--- src/rtl/p_hit_pkg.sv ---
// Shared types and constants for the p_hit_1 dispatch block.
// Optional statistics are enabled with the P_HIT_DISPATCH_STATS_EN macro (see p_hit_dispatch).
package p_hit_pkg;

  localparam int VEC_D_BITS = 32;
  localparam int VEC_Q_BITS = 16;
  localparam int STAT_W     = 32;

  // Three signed fixed-point words, index 0 = x, 1 = y, 2 = z.
  typedef logic signed [2:0][VEC_D_BITS-1:0] vec3_t;

  // Encoding is {valid[1], valid[0]} of the two holding slots.
  typedef enum logic [1:0] {
    IDLE     = 2'b00,
    PT1_PEND = 2'b01,
    PT2_PEND = 2'b10,
    BOTH     = 2'b11
  } dispatch_state_t;

  // Counter increment that sticks at all-ones instead of wrapping.
  function automatic logic [STAT_W-1:0] sat_inc(input logic [STAT_W-1:0] v);
    return (&v) ? v : v + STAT_W'(1);
  endfunction

endpackage

--- src/rtl/p_hit_dispatch_if.sv ---
// Upstream FWFT FIFO head plus the two p_hit_1 write ports.
// master = dispatcher side, slave = FIFO / p_hit_1 side.
interface p_hit_dispatch_if #(
  parameter int D_BITS = 32
);

  logic                             in_empty;
  logic                             in_rd_en;
  logic signed [2:0][D_BITS-1:0]    tri_normal;
  logic signed [2:0][D_BITS-1:0]    v0;
  logic signed [2:0][D_BITS-1:0]    origin;
  logic signed [2:0][D_BITS-1:0]    dir;

  logic [1:0]                       out_full;
  logic [1:0]                       out_wr_en;
  logic signed [2:0][D_BITS-1:0]    tri_normal_1;
  logic signed [2:0][D_BITS-1:0]    v0_out;
  logic signed [2:0][D_BITS-1:0]    origin_out;
  logic signed [2:0][D_BITS-1:0]    tri_normal_2;
  logic signed [2:0][D_BITS-1:0]    dir_out;

  modport master (
    input  in_empty, tri_normal, v0, origin, dir, out_full,
    output in_rd_en, out_wr_en, tri_normal_1, v0_out, origin_out, tri_normal_2, dir_out
  );

  modport slave (
    output in_empty, tri_normal, v0, origin, dir, out_full,
    input  in_rd_en, out_wr_en, tri_normal_1, v0_out, origin_out, tri_normal_2, dir_out
  );

endinterface

--- src/rtl/p_hit_slot.sv ---
// One output holding slot: data register, valid bit and the wr_en/full handshake.
module p_hit_slot #(
  parameter int W = 32
) (
  input  logic         clock,
  input  logic         reset,
  input  logic         i_load,
  input  logic [W-1:0] i_data,
  input  logic         i_full,
  output logic         o_wr_en,
  output logic         o_free,
  output logic [W-1:0] o_data
);

  logic         r_valid;
  logic [W-1:0] r_data;
  logic         w_wr_en;

  // A write happens whenever data is held and the sink has room.
  always_comb begin
    w_wr_en = r_valid && !i_full;
    o_wr_en = w_wr_en;
    o_free  = !r_valid || w_wr_en;
    o_data  = r_data;
  end

  // Data only changes on a load, which the parent issues only when the slot is free,
  // so held data stays stable until it is accepted.
  always_ff @(posedge clock) begin
    if (reset) begin
      r_valid <= 1'b0;
      r_data  <= '0;
    end else if (i_load) begin
      r_valid <= 1'b1;
      r_data  <= i_data;
    end else if (w_wr_en) begin
      r_valid <= 1'b0;
    end
  end

endmodule

--- src/rtl/p_hit_dispatch.sv ---
// Pops ray/triangle records from an FWFT FIFO and writes them to both p_hit_1
// ports in lockstep, each port with its own holding slot.
// Optional macro P_HIT_DISPATCH_STATS_EN adds stat_records / stat_stall counters.
module p_hit_dispatch
  import p_hit_pkg::*;
#(
  parameter int D_BITS = VEC_D_BITS,
  parameter int Q_BITS = VEC_Q_BITS
) (
  input  logic                clock,
  input  logic                reset,
  p_hit_dispatch_if.master    bus
`ifdef P_HIT_DISPATCH_STATS_EN
  ,
  output logic [STAT_W-1:0]   stat_records,
  output logic [STAT_W-1:0]   stat_stall
`endif
);

  localparam int PT1_W = 9 * D_BITS;
  localparam int PT2_W = 6 * D_BITS;

  dispatch_state_t  r_state;
  dispatch_state_t  w_state_next;
  logic             w_pop;
  logic [1:0]       w_wr_en;
  logic [1:0]       w_free;
  logic [PT1_W-1:0] w_pt1_data;
  logic [PT2_W-1:0] w_pt2_data;

  // Port 0 slot: normal, v0, origin.
  p_hit_slot #(.W(PT1_W)) u_slot_pt1 (
    .clock   (clock),
    .reset   (reset),
    .i_load  (w_pop),
    .i_data  ({bus.tri_normal, bus.v0, bus.origin}),
    .i_full  (bus.out_full[0]),
    .o_wr_en (w_wr_en[0]),
    .o_free  (w_free[0]),
    .o_data  (w_pt1_data)
  );

  // Port 1 slot: normal, dir.
  p_hit_slot #(.W(PT2_W)) u_slot_pt2 (
    .clock   (clock),
    .reset   (reset),
    .i_load  (w_pop),
    .i_data  ({bus.tri_normal, bus.dir}),
    .i_full  (bus.out_full[1]),
    .o_wr_en (w_wr_en[1]),
    .o_free  (w_free[1]),
    .o_data  (w_pt2_data)
  );

  assign {bus.tri_normal_1, bus.v0_out, bus.origin_out} = w_pt1_data;
  assign {bus.tri_normal_2, bus.dir_out}                = w_pt2_data;

  // State register: tracks which slots still hold an unwritten record.
  always_ff @(posedge clock) begin
    if (reset) begin
      r_state <= IDLE;
    end else begin
      r_state <= w_state_next;
    end
  end

  // Next state from this cycle's writes and pop.
  always_comb begin
    w_state_next = r_state;
    case (r_state)
      IDLE: begin
        if (w_pop) w_state_next = BOTH;
      end
      BOTH: begin
        if (w_pop)                       w_state_next = BOTH;
        else if (w_wr_en[0] && w_wr_en[1]) w_state_next = IDLE;
        else if (w_wr_en[0])             w_state_next = PT2_PEND;
        else if (w_wr_en[1])             w_state_next = PT1_PEND;
        else                             w_state_next = BOTH;
      end
      PT1_PEND: begin
        if (w_wr_en[0]) w_state_next = w_pop ? BOTH : IDLE;
      end
      PT2_PEND: begin
        if (w_wr_en[1]) w_state_next = w_pop ? BOTH : IDLE;
      end
      default: w_state_next = IDLE;
    endcase
  end

  // Pop only when both slots can take the head, so a record is never split.
  always_comb begin
    w_pop         = !reset && !bus.in_empty && w_free[0] && w_free[1];
    bus.in_rd_en  = w_pop;
    bus.out_wr_en = w_wr_en;
  end

`ifdef P_HIT_DISPATCH_STATS_EN
  logic [STAT_W-1:0] r_stat_records;
  logic [STAT_W-1:0] r_stat_stall;
  logic [1:0]        w_valid;
  logic              w_rec_done;
  logic              w_stall;

  // A record is done when every slot still holding it is written this cycle.
  always_comb begin
    w_valid    = r_state;
    w_rec_done = (|w_valid) && (!w_valid[0] || w_wr_en[0]) && (!w_valid[1] || w_wr_en[1]);
    w_stall    = |(w_valid & bus.out_full);
  end

  // Saturating event counters.
  always_ff @(posedge clock) begin
    if (reset) begin
      r_stat_records <= '0;
      r_stat_stall   <= '0;
    end else begin
      if (w_rec_done) r_stat_records <= sat_inc(r_stat_records);
      if (w_stall)    r_stat_stall   <= sat_inc(r_stat_stall);
    end
  end

  assign stat_records = r_stat_records;
  assign stat_stall   = r_stat_stall;
`endif

endmodule
--- src/flat_wrapper.sv ---
// flat-port wrapper written by rule: the top's interface ports become plain ports
module p_hit_dispatch_flat import p_hit_pkg::*;
#(
  parameter int D_BITS = VEC_D_BITS,
  parameter int Q_BITS = VEC_Q_BITS
)
  (clock, reset, bus_in_empty, bus_tri_normal, bus_v0, bus_origin, bus_dir, bus_out_full, bus_in_rd_en, bus_out_wr_en, bus_tri_normal_1, bus_v0_out, bus_origin_out, bus_tri_normal_2, bus_dir_out);
  p_hit_dispatch_if #(.D_BITS(D_BITS)) bus_i ();
  input  logic clock;
  input  logic reset;
  input wire logic [$bits(bus_i.in_empty)-1:0] bus_in_empty;
  input wire logic [$bits(bus_i.tri_normal)-1:0] bus_tri_normal;
  input wire logic [$bits(bus_i.v0)-1:0] bus_v0;
  input wire logic [$bits(bus_i.origin)-1:0] bus_origin;
  input wire logic [$bits(bus_i.dir)-1:0] bus_dir;
  input wire logic [$bits(bus_i.out_full)-1:0] bus_out_full;
  output wire logic [$bits(bus_i.in_rd_en)-1:0] bus_in_rd_en;
  output wire logic [$bits(bus_i.out_wr_en)-1:0] bus_out_wr_en;
  output wire logic [$bits(bus_i.tri_normal_1)-1:0] bus_tri_normal_1;
  output wire logic [$bits(bus_i.v0_out)-1:0] bus_v0_out;
  output wire logic [$bits(bus_i.origin_out)-1:0] bus_origin_out;
  output wire logic [$bits(bus_i.tri_normal_2)-1:0] bus_tri_normal_2;
  output wire logic [$bits(bus_i.dir_out)-1:0] bus_dir_out;
  assign bus_i.in_empty = bus_in_empty;
  assign bus_i.tri_normal = bus_tri_normal;
  assign bus_i.v0 = bus_v0;
  assign bus_i.origin = bus_origin;
  assign bus_i.dir = bus_dir;
  assign bus_i.out_full = bus_out_full;
  assign bus_in_rd_en = bus_i.in_rd_en;
  assign bus_out_wr_en = bus_i.out_wr_en;
  assign bus_tri_normal_1 = bus_i.tri_normal_1;
  assign bus_v0_out = bus_i.v0_out;
  assign bus_origin_out = bus_i.origin_out;
  assign bus_tri_normal_2 = bus_i.tri_normal_2;
  assign bus_dir_out = bus_i.dir_out;
  p_hit_dispatch #(.D_BITS(D_BITS), .Q_BITS(Q_BITS)) u_core (.clock(clock), .reset(reset), .bus(bus_i));
endmodule
--- config.mk ---
export PLATFORM = sky130hd
export DESIGN_NAME = p_hit_dispatch_flat
export DESIGN_NICKNAME = d
export VERILOG_FILES = /design/src/rtl/p_hit_pkg.sv /design/src/rtl/p_hit_dispatch_if.sv /design/src/rtl/p_hit_slot.sv /design/src/rtl/p_hit_dispatch.sv /design/src/flat_wrapper.sv
export SDC_FILE = /design/constraint.sdc
export NUM_CORES = 1
export LEC_CHECK = 0
export ABC_CLOCK_PERIOD_IN_PS = 1700
export BUFFER_PORTS_ARGS = -buffer_cell sky130_fd_sc_hd__buf_4
export CAP_MARGIN = 40
export CORE_AREA = 3 3 340 342
export DETAILED_ROUTE_END_ITERATION = 10
export DIE_AREA = 0 0 343 345
export GPL_TIMING_DRIVEN = 0
export SYNTH_ARGS = -nofsm -noshare
export SYNTH_HDL_FRONTEND = slang
export SYNTH_SLANG_ARGS = --single-unit
--- constraint.sdc ---
create_clock -name clock -period 1.7 [get_ports clock]
set_input_delay 0.34 -clock clock [delete_from_list [all_inputs] [get_ports clock]]
set_output_delay 0.34 -clock clock [all_outputs]
set_load 0.005 [all_outputs]
Word level (Yosys, flattened, before mapping)
Cells that the tools add are included.
{"block": "op_classes", "n_reduce_logical": 15, "muxes": 4}
{"op": "$logic_not A1 Y1", "n": 6}
{"op": "$logic_and A1 B1 Y1", "n": 5}
{"op": "$mux W1", "n": 4}
{"op": "$reduce_bool A2 Y1", "n": 2}
{"op": "$logic_or A1 B1 Y1", "n": 2}
{"block": "word_totals", "word_cells": 23, "register_bits": 482, "output_inout_bits": 483, "input_bits": 389}

Depth between registers and ports, before layout
{"block": "logic_depth", "ltp_word": 6, "ltp_mapped": 6, "mapped_depth_nobuf": 3}

Modules after synthesis
Synthesis repeated with hierarchy kept, for this count alone.
{"block": "hier_totals", "hier_cells": 1558, "hier_area_um2": 17254.0}
{"module": "p_hit_slot at u_core.u_slot_pt1", "n_inst": 1, "area_per_inst_um2": 10271.1, "cells_per_inst": 933, "seq_area_each_um2": 5785.5}
{"module": "p_hit_slot at u_core.u_slot_pt2", "n_inst": 1, "area_per_inst_um2": 6970.4, "cells_per_inst": 624, "seq_area_each_um2": 3863.7}
{"module": "p_hit_dispatch", "n_inst": 1, "area_per_inst_um2": 12.5, "cells_per_inst": 1, "seq_area_each_um2": 0.0}

Least setup slack after synthesis
Ideal clock, no wire load.
{"block": "synth_path", "kind": "input to register", "startpoint": "in reset", "endpoint": "reg u_core.u_slot_pt2.r_data[42] (netlist: u_core.u_slot_pt2.o_data[42])", "setup_ns": 0.121, "path_buffers": 4, "required_time_ns": 1.579, "t_arrival_ns": 1.603, "cell_stages": 6, "setup_slack_ns": -0.024, "cell_sequence": "clkbuf_1 or3b_1 buf_6 buf_6 buf_6 mux2_4"}
{"block": "synth_via", "elab_chain_len": 4}
{"element": "from (decl)", "line_no": "flat_wrapper.sv:10", "text": "input logic reset;"}
{"element": "$logic_not A1 Y1", "line_no": "p_hit_dispatch.sv:93", "text": "w_pop = !reset && !bus.in_empty && w_free[0] && w_free[1];"}
{"element": "$logic_and A1 B1 Y1 (3 in series)", "line_no": "p_hit_dispatch.sv:93"}
{"element": "to (signal assigned)", "line_no": "p_hit_slot.sv:35", "text": "r_data <= i_data;"}
{"element": "to (decl)", "line_no": "p_hit_slot.sv:16", "text": "logic [W-1:0] r_data;"}
Parallel ways exist; a longest one is shown, timed or not.
A chain may end at the register's enable or synchronous reset.

Worst setup path in the final report
{"block": "layout_path", "startpoint": "reg u_core.u_slot_pt1.r_valid", "endpoint": "out bus_in_rd_en"}
{"block": "layout_via", "elab_chain_len": 4, "word_cells_on_any_way": 5, "cone_classes": "reduce/logical (5)"}
{"element": "from (decl)", "line_no": "p_hit_slot.sv:15", "text": "logic r_valid;"}
{"element": "from (signal assigned)", "line_no": "p_hit_slot.sv:31", "text": "r_valid <= 1'b0;"}
{"element": "from (signal assigned)", "line_no": "p_hit_slot.sv:34", "text": "r_valid <= 1'b1;"}
{"element": "from (signal assigned)", "line_no": "p_hit_slot.sv:37", "text": "r_valid <= 1'b0;"}
{"element": "$logic_not A1 Y1 / $logic_and A1 B1 Y1 (equally long branches)", "line_no": "p_hit_slot.sv:23, p_hit_slot.sv:21"}
{"element": "$logic_or A1 B1 Y1 (*)", "line_no": "p_hit_slot.sv:23", "text": "o_free = !r_valid || w_wr_en;"}
{"element": "$logic_and A1 B1 Y1 (*) (2 in series)", "line_no": "p_hit_dispatch.sv:93"}
{"element": "to (decl)", "line_no": "flat_wrapper.sv:17", "text": "output wire logic [$bits(bus_i.in_rd_en)-1:0] bus_in_rd_en;"}
Every way passes the cells marked *; elsewhere a longest branch is shown, timed or not.

==> flow_metrics.env <==
export IMPL_relSlewSlack_pct=51.12
export IMPL_final_area_um2=31560
export IMPL_synth_nets=1736
export IMPL_p_comb_share_pct=21.9
export IMPL_clock_latency_ps=590
export IMPL_finalHoldViolCount=0
export IMPL_die_h_um=345
export IMPL_cp_max_fo=2
export IMPL_vias_per_cell=3.474
export IMPL_synth_distinct_cells=14
export IMPL_grt_overflow=0
export IMPL_seqPwrFrac_pct=38.0
export IMPL_clockPowerShare_pct=40.1
export IMPL_avgSynthCellArea_um2=12.74
export IMPL_clk_path_buf_depth=3
export IMPL_vias=14610
export IMPL_outcome="finished with violations"
export IMPL_grt_use_total_pct=11.57
export IMPL_ys_warn_count=0
export IMPL_mostFrequentLayoutCells="buf_4 (972), nor2b_1 (386), dlygate4sd3_1 (385), dfxtp_1 (385), mux2_4 (338)"
export IMPL_layout_commonest_cell="buf_4"
export IMPL_internal_power_mw=20.43
export IMPL_critPathCaptureType="output pin"
export IMPL_grt_pass1_vias=16000
export IMPL_p_sw_mw=6.801
export IMPL_rrSetupSlack_ps=-410
export IMPL_nFillCells=11550
export IMPL_dp_hpwl_um=54080
export IMPL_area_growth_pct=83.94
export IMPL_maxClockFrequency_ghz=0.4463
export IMPL_clock_skew_ps=16.00
export IMPL_crit_arrival_ps=1900
export IMPL_drive_gt1_share_pct=55.21
export IMPL_seqCellArea_um2=7729
export IMPL_cts_htree_levels=2
export IMPL_drtIter0Drc=363
export IMPL_drv_slew=0
export IMPL_num_rows=123
export IMPL_dp_slack_ps=-882.0
export IMPL_multi_input_area_um2=8044
export IMPL_core_area_um2=112700
export IMPL_period_minus_slack_ps=2241
export IMPL_powerDensity_nw_per_um2=862.9
export IMPL_hold_path_class="in2reg"
export IMPL_final_antenna_net_count=0
export IMPL_setup_ws_ps=-540.6
export IMPL_rsz0062_at_grt="yes"
export IMPL_wire_per_inst_um=17.56
export IMPL_critPathLaunchType="flop"
export IMPL_placed_cells=3719
export IMPL_cts_made_buffers=47
export IMPL_p_leak_nw=15.27
export IMPL_grt_antenna_before_repair=5
export IMPL_setup_violations=384
export IMPL_die_area_um2=118300
export IMPL_drc=0
export IMPL_fin_util_pct=28.01
export IMPL_required_ps=1360
export IMPL_netlist_area_um2=17160
export IMPL_cts_root_buf="clkbuf_16"
export IMPL_fin_nets=3056
export IMPL_grt_pass1_wl_um=103800
export IMPL_swShare_pct=24.98
export IMPL_port_buffers=870
export IMPL_drtPass1Iterations=4
export IMPL_place_gp_congestion=0.8433
export IMPL_cts_tree="built"
export IMPL_grt_max_degree=13
export IMPL_synth_cells=1347
export IMPL_die_w_um=343
export IMPL_total_power_mw=27.23
export IMPL_clkTransAtPathRegs_ps=60
export IMPL_worst_slew_pin_slew_ps=733.3
export IMPL_start_util_pct=15.23
export IMPL_clock_sinks=386
export IMPL_drv_cap=0
export IMPL_ioPinCount=872
export IMPL_ys_seq_area_share_pct=45.04
export IMPL_ir_worst_vdd_mv=0.6435
export IMPL_criticalPathCategory="reg2out"
export IMPL_synth_seq_cells=386
export IMPL_finalCritPeriodShare_pct=131.8
export IMPL_stdcell_count=4206
export IMPL_violations="setup timing"
export IMPL_place_area_um2=25590
export IMPL_drt_wl_total_um=73850
registers in the layout, indices dropped and copies added, names as in the netlist:
signal,count
u_core.u_slot_pt2.o_data,192
u_core.u_slot_pt2.r_valid,1
u_core.u_slot_pt1.o_data,192
u_core.u_slot_pt1.r_valid,1
kinds of logic after synthesis:
group                  after synthesis  share of synthesized area (%)
and+or+nand+nor                    389                          14.17
DFF                                386                          45.04
muxes                              384                          32.60
buffers and inverters              185                          8.081
AOI/OAI and AO/OA                    3                         0.1021
per-layer routing:
layer	vias to the layer above	wire length [µm]	track usage, %
li1	6984	-	-
met1	6911	29480	13.30
met2	595	36120	20.05
met3	120	5592	3.265
met4	2	2647	4.713
met5	-	13	0
Yosys cell counts:
| cell | count | area [µm²] |
|---|---|---|
| dfxtp_1 | 386 | 7727 |
| nor2b_1 | 386 | 2415 |
| mux2_4 | 338 | 5075 |
| buf_4 | 98 | 735.7 |
| mux2_2 | 46 | 518.0 |
| clkbuf_1 | 43 | 161.4 |
| buf_6 | 36 | 405.4 |
| buf_2 | 4 | 20.02 |
| buf_12 | 3 | 60.06 |
| a21oi_1 | 2 | 10.01 |
| nand2_1 | 2 | 7.510 |
| a21o_1 | 1 | 7.510 |
| inv_1 | 1 | 3.750 |
| or3b_1 | 1 | 8.760 |
through the flow:
stage	hold slack [ps]	setup TNS, ps
6_report	105.6	-123480
2_1_floorplan	440.9	-888.8
4_1_cts	45.51	-146520
5_1_grt	71.50	-145390
3_3_place_gp	460.6	-300540
3_5_place_dp	464.2	-217410
worst paths after layout:
| path | from | to | cells past startpoint |
|---|---|---|---|
| max | u_core.u_slot_pt1.r_valid$_SDFFE_PP0P_ | bus_in_rd_en | 6 |
| min | bus_dir[40] | u_core.u_slot_pt2.o_data[40]$_SDFFE_PP0P_ | 2 |
| max reg2reg | u_core.u_slot_pt1.r_valid$_SDFFE_PP0P_ | u_core.u_slot_pt2.o_data[32]$_SDFFE_PP0P_ | 7 |
| min reg2reg | u_core.u_slot_pt1.r_valid$_SDFFE_PP0P_ | u_core.u_slot_pt1.r_valid$_SDFFE_PP0P_ | 3 |
layout make-up:
class	instances	share of cell area (%)
timing repair buffer	1272	33.93
multi-input combinational	776	25.49
sequential	386	24.49
tap	1500	5.948
buffer	183	4.865
clock buffer	64	4.183
clock inverter	22	1.051
inverter	1	0.02776
antenna	2	0.01586
power by group through the flow:
stage | clock network [mW] | logic (mW) | registers (mW)
finish | 10.9 | 5.97 | 10.3
global route | 11.6 | 6.32 | 10.4
CTS | 11.3 | 5.86 | 10.3
detailed placement | 0 | 5.05 | 10.5
global placement | 0 | 5.00 | 10.5
floorplan | 0 | 2.25 | 10.4
critical path, cell delays in order, from the launching register on:
cell	delay, ps
dfxtp_2	320
a21o_1	180
or3b_4	420
buf_12	150
buf_12	120
clkinv_4	30
buf_6	80
repair_timing:
item,in CTS,in global routing
cloned,0,9
setup buffers,5,1
pin swaps,2,2
gates resized for setup,14,33
hold endpoints to repair,385,0
setup endpoints to repair,388,394
hold buffers,385,0
Power figures use the tool's default switching activity.
